===== src/rtl/wr_sequencer_pkg.sv =====
// wr_sequencer shared definitions: FSM encoding and array-wide defaults.
// Imported by the sequencer, its counter and its interface users.
package wr_sequencer_pkg;

  localparam int WIDTH_HEIGHT_DEF = 16;

  localparam logic [2:0] S_IDLE     = 3'd0;
  localparam logic [2:0] S_WAIT_LAT = 3'd1;
  localparam logic [2:0] S_ACTIVE   = 3'd2;
  localparam logic [2:0] S_DRAIN    = 3'd3;
  localparam logic [2:0] S_DONE     = 3'd4;

  function automatic int cnt_bits(input int n);
    return (n > 1) ? $clog2(n) : 1;
  endfunction

endpackage


===== src/rtl/wr_sequencer_if.sv =====
// Command/status bundle between the array controller and wr_sequencer.
// master = controller side, slave = sequencer side.
interface wr_sequencer_if #(
  parameter int ADDR_WIDTH = 8,
  parameter int CNT_WIDTH  = 8,
  parameter int LAT_WIDTH  = 6
);

  logic                  start;
  logic [CNT_WIDTH-1:0]  num_rows;
  logic [LAT_WIDTH-1:0]  array_latency;
  logic [ADDR_WIDTH-1:0] base_addr_in;
  logic                  busy;
  logic                  wr_active;
  logic [ADDR_WIDTH-1:0] base_addr;
  logic [CNT_WIDTH-1:0]  row_count;
  logic                  done;

  modport master (
    output start, num_rows, array_latency, base_addr_in,
    input  busy, wr_active, base_addr, row_count, done
  );

  modport slave (
    input  start, num_rows, array_latency, base_addr_in,
    output busy, wr_active, base_addr, row_count, done
  );

endinterface


===== src/rtl/wr_sequencer_load_down_counter.sv =====
// Loadable down counter that saturates at zero and flags a count of one,
// so the owner can leave its state on the last counted cycle.
module load_down_counter #(
  parameter int WIDTH = 4
) (
  input  logic             clk,
  input  logic             reset,
  input  logic             load,
  input  logic [WIDTH-1:0] load_val,
  input  logic             dec,
  output logic [WIDTH-1:0] count,
  output logic             is_one
);

  always_ff @(posedge clk) begin
    if (reset)
      count <= '0;
    else if (load)
      count <= load_val;
    else if (dec && count != '0)
      count <= count - 1'b1;
  end

  assign is_one = (count == WIDTH'(1));

endmodule


===== src/rtl/wr_sequencer.sv =====
// Write-phase sequencer: waits out array latency, then holds wr_active
// for num_rows + WIDTH_HEIGHT - 1 cycles and pulses done.
module wr_sequencer
  import wr_sequencer_pkg::*;
#(
  parameter int WIDTH_HEIGHT = WIDTH_HEIGHT_DEF,
  parameter int ADDR_WIDTH   = 8,
  parameter int CNT_WIDTH    = 8,
  parameter int LAT_WIDTH    = 6
) (
  input  logic          clk,
  input  logic          reset,
  wr_sequencer_if.slave bus
);

  localparam int DW = cnt_bits(WIDTH_HEIGHT);
  localparam logic [DW-1:0] DRAIN_LOAD = DW'(WIDTH_HEIGHT - 1);

  logic [2:0]            state;
  logic [2:0]            nxt;
  logic [CNT_WIDTH-1:0]  rows_q;
  logic [CNT_WIDTH-1:0]  row_q;
  logic [ADDR_WIDTH-1:0] base_q;
  logic [LAT_WIDTH-1:0]  lat_cnt;
  logic [DW-1:0]         drain_cnt;
  logic                  lat_one;
  logic                  drain_one;
  logic                  accept;
  logic                  last_row;

  assign accept   = (state == S_IDLE) && bus.start;
  assign last_row = (row_q == rows_q - CNT_WIDTH'(1));

  load_down_counter #(.WIDTH(LAT_WIDTH)) u_lat (
    .clk      (clk),
    .reset    (reset),
    .load     (accept),
    .load_val (bus.array_latency),
    .dec      (state == S_WAIT_LAT),
    .count    (lat_cnt),
    .is_one   (lat_one)
  );

  load_down_counter #(.WIDTH(DW)) u_drain (
    .clk      (clk),
    .reset    (reset),
    .load     ((state == S_ACTIVE) && last_row),
    .load_val (DRAIN_LOAD),
    .dec      (state == S_DRAIN),
    .count    (drain_cnt),
    .is_one   (drain_one)
  );

  always_ff @(posedge clk) begin
    if (reset)
      state <= S_IDLE;
    else
      state <= nxt;
  end

  always_comb begin
    nxt = state;
    case (state)
      S_IDLE: begin
        if (bus.start) begin
          if (bus.num_rows == '0)
            nxt = S_DONE;
          else if (bus.array_latency == '0)
            nxt = S_ACTIVE;
          else
            nxt = S_WAIT_LAT;
        end
      end
      S_WAIT_LAT: if (lat_one) nxt = S_ACTIVE;
      S_ACTIVE: begin
        if (last_row)
          nxt = (WIDTH_HEIGHT > 1) ? S_DRAIN : S_DONE;
      end
      S_DRAIN: if (drain_one) nxt = S_DONE;
      S_DONE:  nxt = S_IDLE;
      default: nxt = S_IDLE;
    endcase
  end

  always_ff @(posedge clk) begin
    if (reset) begin
      rows_q <= '0;
      row_q  <= '0;
      base_q <= '0;
    end else if (accept) begin
      rows_q <= bus.num_rows;
      row_q  <= '0;
      base_q <= bus.base_addr_in;
    end else if (state == S_ACTIVE) begin
      row_q  <= row_q + CNT_WIDTH'(1);
    end
  end

  always_comb begin
    bus.busy      = (state != S_IDLE);
    bus.wr_active = (state == S_ACTIVE) || (state == S_DRAIN);
    bus.done      = (state == S_DONE);
    bus.base_addr = base_q;
    bus.row_count = row_q;
  end

endmodule


===== src/flat_wrapper.sv =====
// flat-port wrapper written by rule: the top's interface ports become plain ports
module wr_sequencer_flat import wr_sequencer_pkg::*;
#(
  parameter int WIDTH_HEIGHT = WIDTH_HEIGHT_DEF,
  parameter int ADDR_WIDTH   = 8,
  parameter int CNT_WIDTH    = 8,
  parameter int LAT_WIDTH    = 6
)
  (clk, reset, bus_start, bus_num_rows, bus_array_latency, bus_base_addr_in, bus_busy, bus_wr_active, bus_base_addr, bus_row_count, bus_done);
  wr_sequencer_if #(.ADDR_WIDTH(ADDR_WIDTH), .CNT_WIDTH(CNT_WIDTH), .LAT_WIDTH(LAT_WIDTH)) bus_i ();
  input  logic clk;
  input  logic reset;
  input wire logic [$bits(bus_i.start)-1:0] bus_start;
  input wire logic [$bits(bus_i.num_rows)-1:0] bus_num_rows;
  input wire logic [$bits(bus_i.array_latency)-1:0] bus_array_latency;
  input wire logic [$bits(bus_i.base_addr_in)-1:0] bus_base_addr_in;
  output wire logic [$bits(bus_i.busy)-1:0] bus_busy;
  output wire logic [$bits(bus_i.wr_active)-1:0] bus_wr_active;
  output wire logic [$bits(bus_i.base_addr)-1:0] bus_base_addr;
  output wire logic [$bits(bus_i.row_count)-1:0] bus_row_count;
  output wire logic [$bits(bus_i.done)-1:0] bus_done;
  assign bus_i.start = bus_start;
  assign bus_i.num_rows = bus_num_rows;
  assign bus_i.array_latency = bus_array_latency;
  assign bus_i.base_addr_in = bus_base_addr_in;
  assign bus_busy = bus_i.busy;
  assign bus_wr_active = bus_i.wr_active;
  assign bus_base_addr = bus_i.base_addr;
  assign bus_row_count = bus_i.row_count;
  assign bus_done = bus_i.done;
  wr_sequencer #(.WIDTH_HEIGHT(WIDTH_HEIGHT), .ADDR_WIDTH(ADDR_WIDTH), .CNT_WIDTH(CNT_WIDTH), .LAT_WIDTH(LAT_WIDTH)) u_core (.clk(clk), .reset(reset), .bus(bus_i));
endmodule

===== config.mk =====
export PLATFORM = sky130hd
export DESIGN_NAME = wr_sequencer_flat
export DESIGN_NICKNAME = d
export VERILOG_FILES = /design/src/rtl/wr_sequencer_pkg.sv /design/src/rtl/wr_sequencer_if.sv /design/src/rtl/wr_sequencer_load_down_counter.sv /design/src/rtl/wr_sequencer.sv /design/src/flat_wrapper.sv
export SDC_FILE = /design/constraint.sdc
export NUM_CORES = 1
export LEC_CHECK = 0
export ABC_AREA = 1
export BUFFER_PORTS_ARGS = -buffer_cell sky130_fd_sc_hd__buf_2
export CAP_MARGIN = 20
export CORE_UTILIZATION = 49
export CTS_CLUSTER_DIAMETER = 80
export DETAILED_ROUTE_END_ITERATION = 7
export GPL_TIMING_DRIVEN = 0
export HOLD_SLACK_MARGIN = 0.02
export PLACE_DENSITY = 0.81
export SYNTH_ARGS = -nofsm -noshare
export SYNTH_HDL_FRONTEND = slang
export SYNTH_SLANG_ARGS = --single-unit

===== constraint.sdc =====
create_clock -name clk -period 1.55 [get_ports clk]
set_input_delay 0.155 -clock clk [delete_from_list [all_inputs] [get_ports clk]]
set_output_delay 0.155 -clock clk [all_outputs]
set_load 0.05 [all_outputs]

==> impl.org <==
** Outcome
- The flow ran to the end, but the final reports show violations.
- The final reports fail on setup timing.

** Power
- Switching share of total power :: 45.8%
- Net load switching power :: 0.00201 W
- In this run the static leakage power is 1.18 nW.
- IR analysis of the VDD net gives a maximum drop of 0.953 mV.
- Power comes to 0.00440 W.
- Clock share of power :: 19.4%
- Of the total power, registers draw 30.3%.
- Internal power :: 0.00238 W
- Power spread over the standard cell area amounts to 1740 nW/µm².
- Logic gate share of total power :: 50.3%

** Setup path
- STA classifies the critical path startpoint as a flop.
- On the worst path, the slowest cell contributes a delay of 0.35 ns.
- The worst setup path is of the reg -> reg kind.
- Crit path DAT :: 1.77 ns
- The number of cells on the worst reg-to-reg path is 12.
- The endpoint identified for the worst register-to-register timing path is u_core.state[1]$_SDFFE_PP0P_.
- Data required time at the worst endpoint :: 1.75 ns
- Along the worst path, the maximum fanout reaches 5.
- The slowest stage of the critical path belongs to the cell sky130_fd_sc_hd__dfxtp_1.
- Library cell appearing most often on the critical path :: sky130_fd_sc_hd__nand2_1
- Traced cell by cell, the critical path runs through nor2_1, nand2_1, nor2_1, nand2_1, nand2_1, nand2_1, nor2_2, nand2_2, nand2_2, nand3_2, nand2_1, inv_1.
- The worst register-to-register path has a setup slack of -0.02 ns.
- The worst setup path is captured at a flop.
- RR Startpoint :: u_core.rows_q[3]$_SDFFE_PP0P_

** Route
- For this block, the via count after detailed routing is 2015.
- After detailed routing, the total wire length is 4.70 mm.
- Average wire per cell in the routed design :: 11.9 µm
- The first detailed-routing pass ran for 4 iterations.
- Dividing the detail-routed via count by the number of cells gives 5.09.
- The detail route stage leaves a number of antenna-violating nets equal to 0.
- Remaining design rule violation count :: 0
- DR iter-0 viols :: 110

** Place
- The congestion estimate from routability-driven global placement came to 0.851.
- Buffers placed on the I/O ports in this run total 43.
- Detailed placement finished with a half-perimeter wire length of 3.41 mm.
- Number of instances in the placed design :: 384

** STA
- After layout, the worst setup slack is -0.0218 ns.
- Transition time of the tightest slew-check pin :: 0.525 ns
- Setup violations remaining at the end of the flow were counted as 4.
- Crit share post-route :: 101%
- Total count of hold-check failures in the final report :: 0
- Derived from the worst setup path, the maximum achievable clock frequency is 636 MHz.
- Final hold slack :: 0.0920 ns
- The number of max-slew violations in the final report was 0.
- Measured against its own limit, the worst slew margin works out to 65.0%.
- Setup skew after layout :: 0.0134 ns
- Setup repair after global routing could not meet its margin everywhere.
- Crit path time final :: 1.57 ns

** Clock tree
- TritonCTS built the clock tree.
- CTS hold repair buffers :: 0
- Number of buffers created by CTS :: 5
- Clock tree root buffer cell :: sky130_fd_sc_hd__clkbuf_8
- In this run the deepest clock path goes through 2 buffers.
- For this design, the sink count on the clock tree is 37.
- After clock tree synthesis, the clock-pin slew on the worst setup and hold paths is 0.08 ns.
- The H-tree generated during clock tree synthesis spans 2 levels.
- The clock reaches the later pin of the worst-skew pair after 0.30 ns.

** Job
- The tool flagged a number of max-cap violations equal to 0.

** Hold path
- Hold Crit Class :: in -> reg
- The worst hold path was traced through 3 stages.
- Hold endpoint :: u_core.bus.base_addr[6]$_SDFFE_PP0P_
- Worst hold start :: bus_base_addr_in[6]

** Layout
- Area growth, synth to finish :: 23.9%
- Final #Nets :: 377
- The finished layout holds 396 standard cells, fillers aside.
- The post-route netlist has 26.3% of its cells at a drive strength greater than 1.
- # diodes :: 0

** Synth
- Yosys synthesis warning count :: 0
- Counting every net in the synthesized netlist gives 323.
- Yosys attributes the largest share of cell area to sky130_fd_sc_hd__dfxtp_1, sky130_fd_sc_hd__nand2_1, sky130_fd_sc_hd__inv_1.
- In the synthesized netlist, the number of instances is 291.
- After synthesis, the mean cell area works out to 7.00 µm².
- Top cell type's share of synthesized area :: 36.3%
- After synthesis the cells add up to 2040 µm².
- For this run, the register share of the synthesized area comes to 36.3%.
- Counting distinct cell types in the post-synthesis netlist gives 31.
- The synthesized design spends more area on one cell type than any other, namely sky130_fd_sc_hd__dfxtp_1.
- The synthesized design contains 37 register bits.

** Global route
- The first global-routing pass estimated 7.42 mm of wire.
- Initial antenna violation count :: 0
- Leftover overflow at the end of global routing :: 0
- Entering global routing, the biggest net connects 14 pins.
- Across every metal layer, demand over resource in global routing totals 22.4%.
- Number of global-route vias before repair :: 1742

** Floorplan
- Die extent in y :: 66.5 µm
- The initial utilization of the core area, before any placement, comes to 51.0%.
- Number of rows created at floorplan :: 23
- Floorplan core area :: 4000 µm²
- Io pins :: 44
- Horizontal die dimension :: 66.5 µm
- Die area :: 4420 µm²
-- power groups by stage --
stage / clock, W / combinational (W) / sequential, W
2_1_floorplan: 0 / 0.00146 / 0.00148
3_3_place_gp: 0 / 0.00197 / 0.00133
3_5_place_dp: 0 / 0.00201 / 0.00134
4_1_cts: 0.000866 / 0.00212 / 0.00132
5_1_grt: 0.000900 / 0.00242 / 0.00136
6_report: 0.000853 / 0.00221 / 0.00133
-- Yosys cell counts --
library cell and count:
sky130_fd_sc_hd__nand3_1 20, sky130_fd_sc_hd__nor2_2 3, sky130_fd_sc_hd__xnor2_1 2, sky130_fd_sc_hd__xor2_1 13, sky130_fd_sc_hd__inv_2 1, sky130_fd_sc_hd__dfxtp_1 37
sky130_fd_sc_hd__nand2_4 1, sky130_fd_sc_hd__nor2_4 2, sky130_fd_sc_hd__nor3b_1 3, sky130_fd_sc_hd__clkbuf_1 2, sky130_fd_sc_hd__nor2_1 30, sky130_fd_sc_hd__nand2_1 75
sky130_fd_sc_hd__a21oi_1 20, sky130_fd_sc_hd__nor3_1 3, sky130_fd_sc_hd__o21ai_0 10, sky130_fd_sc_hd__nand4_1 3, sky130_fd_sc_hd__inv_1 36, sky130_fd_sc_hd__ha_1 7
sky130_fd_sc_hd__a31oi_1 2, sky130_fd_sc_hd__buf_4 2, sky130_fd_sc_hd__nand2_2 1, sky130_fd_sc_hd__o21bai_1 1, sky130_fd_sc_hd__o221ai_1 3, sky130_fd_sc_hd__nor3_2 2
sky130_fd_sc_hd__a211oi_1 2, sky130_fd_sc_hd__o31ai_1 1, sky130_fd_sc_hd__o21a_1 4, sky130_fd_sc_hd__a221oi_2 1, sky130_fd_sc_hd__nor4_1 1, sky130_fd_sc_hd__buf_2 2
sky130_fd_sc_hd__nand3b_1 1
-- worst max path at each step --
stage / cells past startpoint / slack [ns] / startpoint / to
3_3_place_gp: 12 / -0.15 / u_core.rows_q[0]$_SDFFE_PP0P_ / u_core.state[1]$_SDFFE_PP0P_
2_1_floorplan: 2 / -0.14 / u_core.state[2]$_SDFFE_PP0P_ / bus_done
3_5_place_dp: 12 / -0.17 / u_core.rows_q[0]$_SDFFE_PP0P_ / u_core.state[1]$_SDFFE_PP0P_
6_report: 12 / -0.02 / u_core.rows_q[3]$_SDFFE_PP0P_ / u_core.state[1]$_SDFFE_PP0P_
5_1_grt: 12 / -0.1 / u_core.rows_q[2]$_SDFFE_PP0P_ / u_core.state[1]$_SDFFE_PP0P_
4_1_cts: 12 / -0.02 / u_core.rows_q[1]$_SDFFE_PP0P_ / u_core.state[1]$_SDFFE_PP0P_
-- cell usage in the layout (no fill, tap or decap), types with 8 or more instances in the layout --
cell type	count
sky130_fd_sc_hd__nand2_1	72
sky130_fd_sc_hd__buf_2	45
sky130_fd_sc_hd__inv_1	33
sky130_fd_sc_hd__dfxtp_1	29
sky130_fd_sc_hd__nor2_1	27
sky130_fd_sc_hd__nand3_1	19
sky130_fd_sc_hd__a21oi_1	19
sky130_fd_sc_hd__xor2_1	13
sky130_fd_sc_hd__o21ai_0	10
sky130_fd_sc_hd__dfxtp_2	8
-- area by class of cell --
type	instances	area [µm²]
inverter	37	141
timing repair buffer	47	245
fill	353	1470
tap	50	62.6
clock inverter	3	46.3
multi-input combinational	211	1180
buffer	6	32.5
clock buffer	5	68.8
sequential	37	751
-- metal layers --
| layer | vias up | wire (µm) | track usage (%) |
|---|---|---|---|
| met5 | - | 0 | 0 |
| met4 | 0 | 121 | 12.2 |
| met3 | 14 | 226 | 4.79 |
| met2 | 65 | 2150 | 36.1 |
| met1 | 897 | 2200 | 27.6 |
| li1 | 1039 | - | - |
-- registers in the layout, indices dropped and copies added, names as in the netlist --
signal	count
u_core.rows_q	8
u_core.u_lat.count	6
u_core.state	3
u_core.u_drain.count	4
u_core.bus.row_count	8
u_core.bus.base_addr	8
-- logic make-up (layout without fill, tap and decap cells) --
kind of cell	after synthesis	in the layout	synth area share, %
AO/OA/AOI/OAI	44	44	13.0
XOR/XNOR	15	15	6.45
adder cells (fa/ha/maj)	7	7	4.30
buffers and inverters	43	98	8.41
flip-flops	37	37	36.3
AND/OR/NAND/NOR	145	145	31.6
-- repair_timing --
item,in CTS,in global routing
pin swaps,3,1
resized for setup,12,8
buffers inserted,3,1
endpoints found under the setup margin,10,25
-- worst max-delay path: cells and delay by family, from the launching register on --
family        cells  cell delay, ns
buf+inv           1            0.03
flops             1            0.35
simple gates     11            1.08
-- stage by stage --
step / worst slack, ns / setup TNS [ns] / util [%] / area (µm²)
after global placement: -0.154 / -0.889 / 58.1 / 2320
final: -0.0218 / -0.0402 / 63.2 / 2530
after global routing: -0.0983 / -0.550 / 63.2 / 2530
after floorplan: -0.141 / -0.515 / - / 2040
after CTS: -0.0157 / -0.0310 / 62.4 / 2500
after detailed placement: -0.169 / -1.06 / 58.1 / 2320
Note: power is estimated with default switching activity, not from simulation.
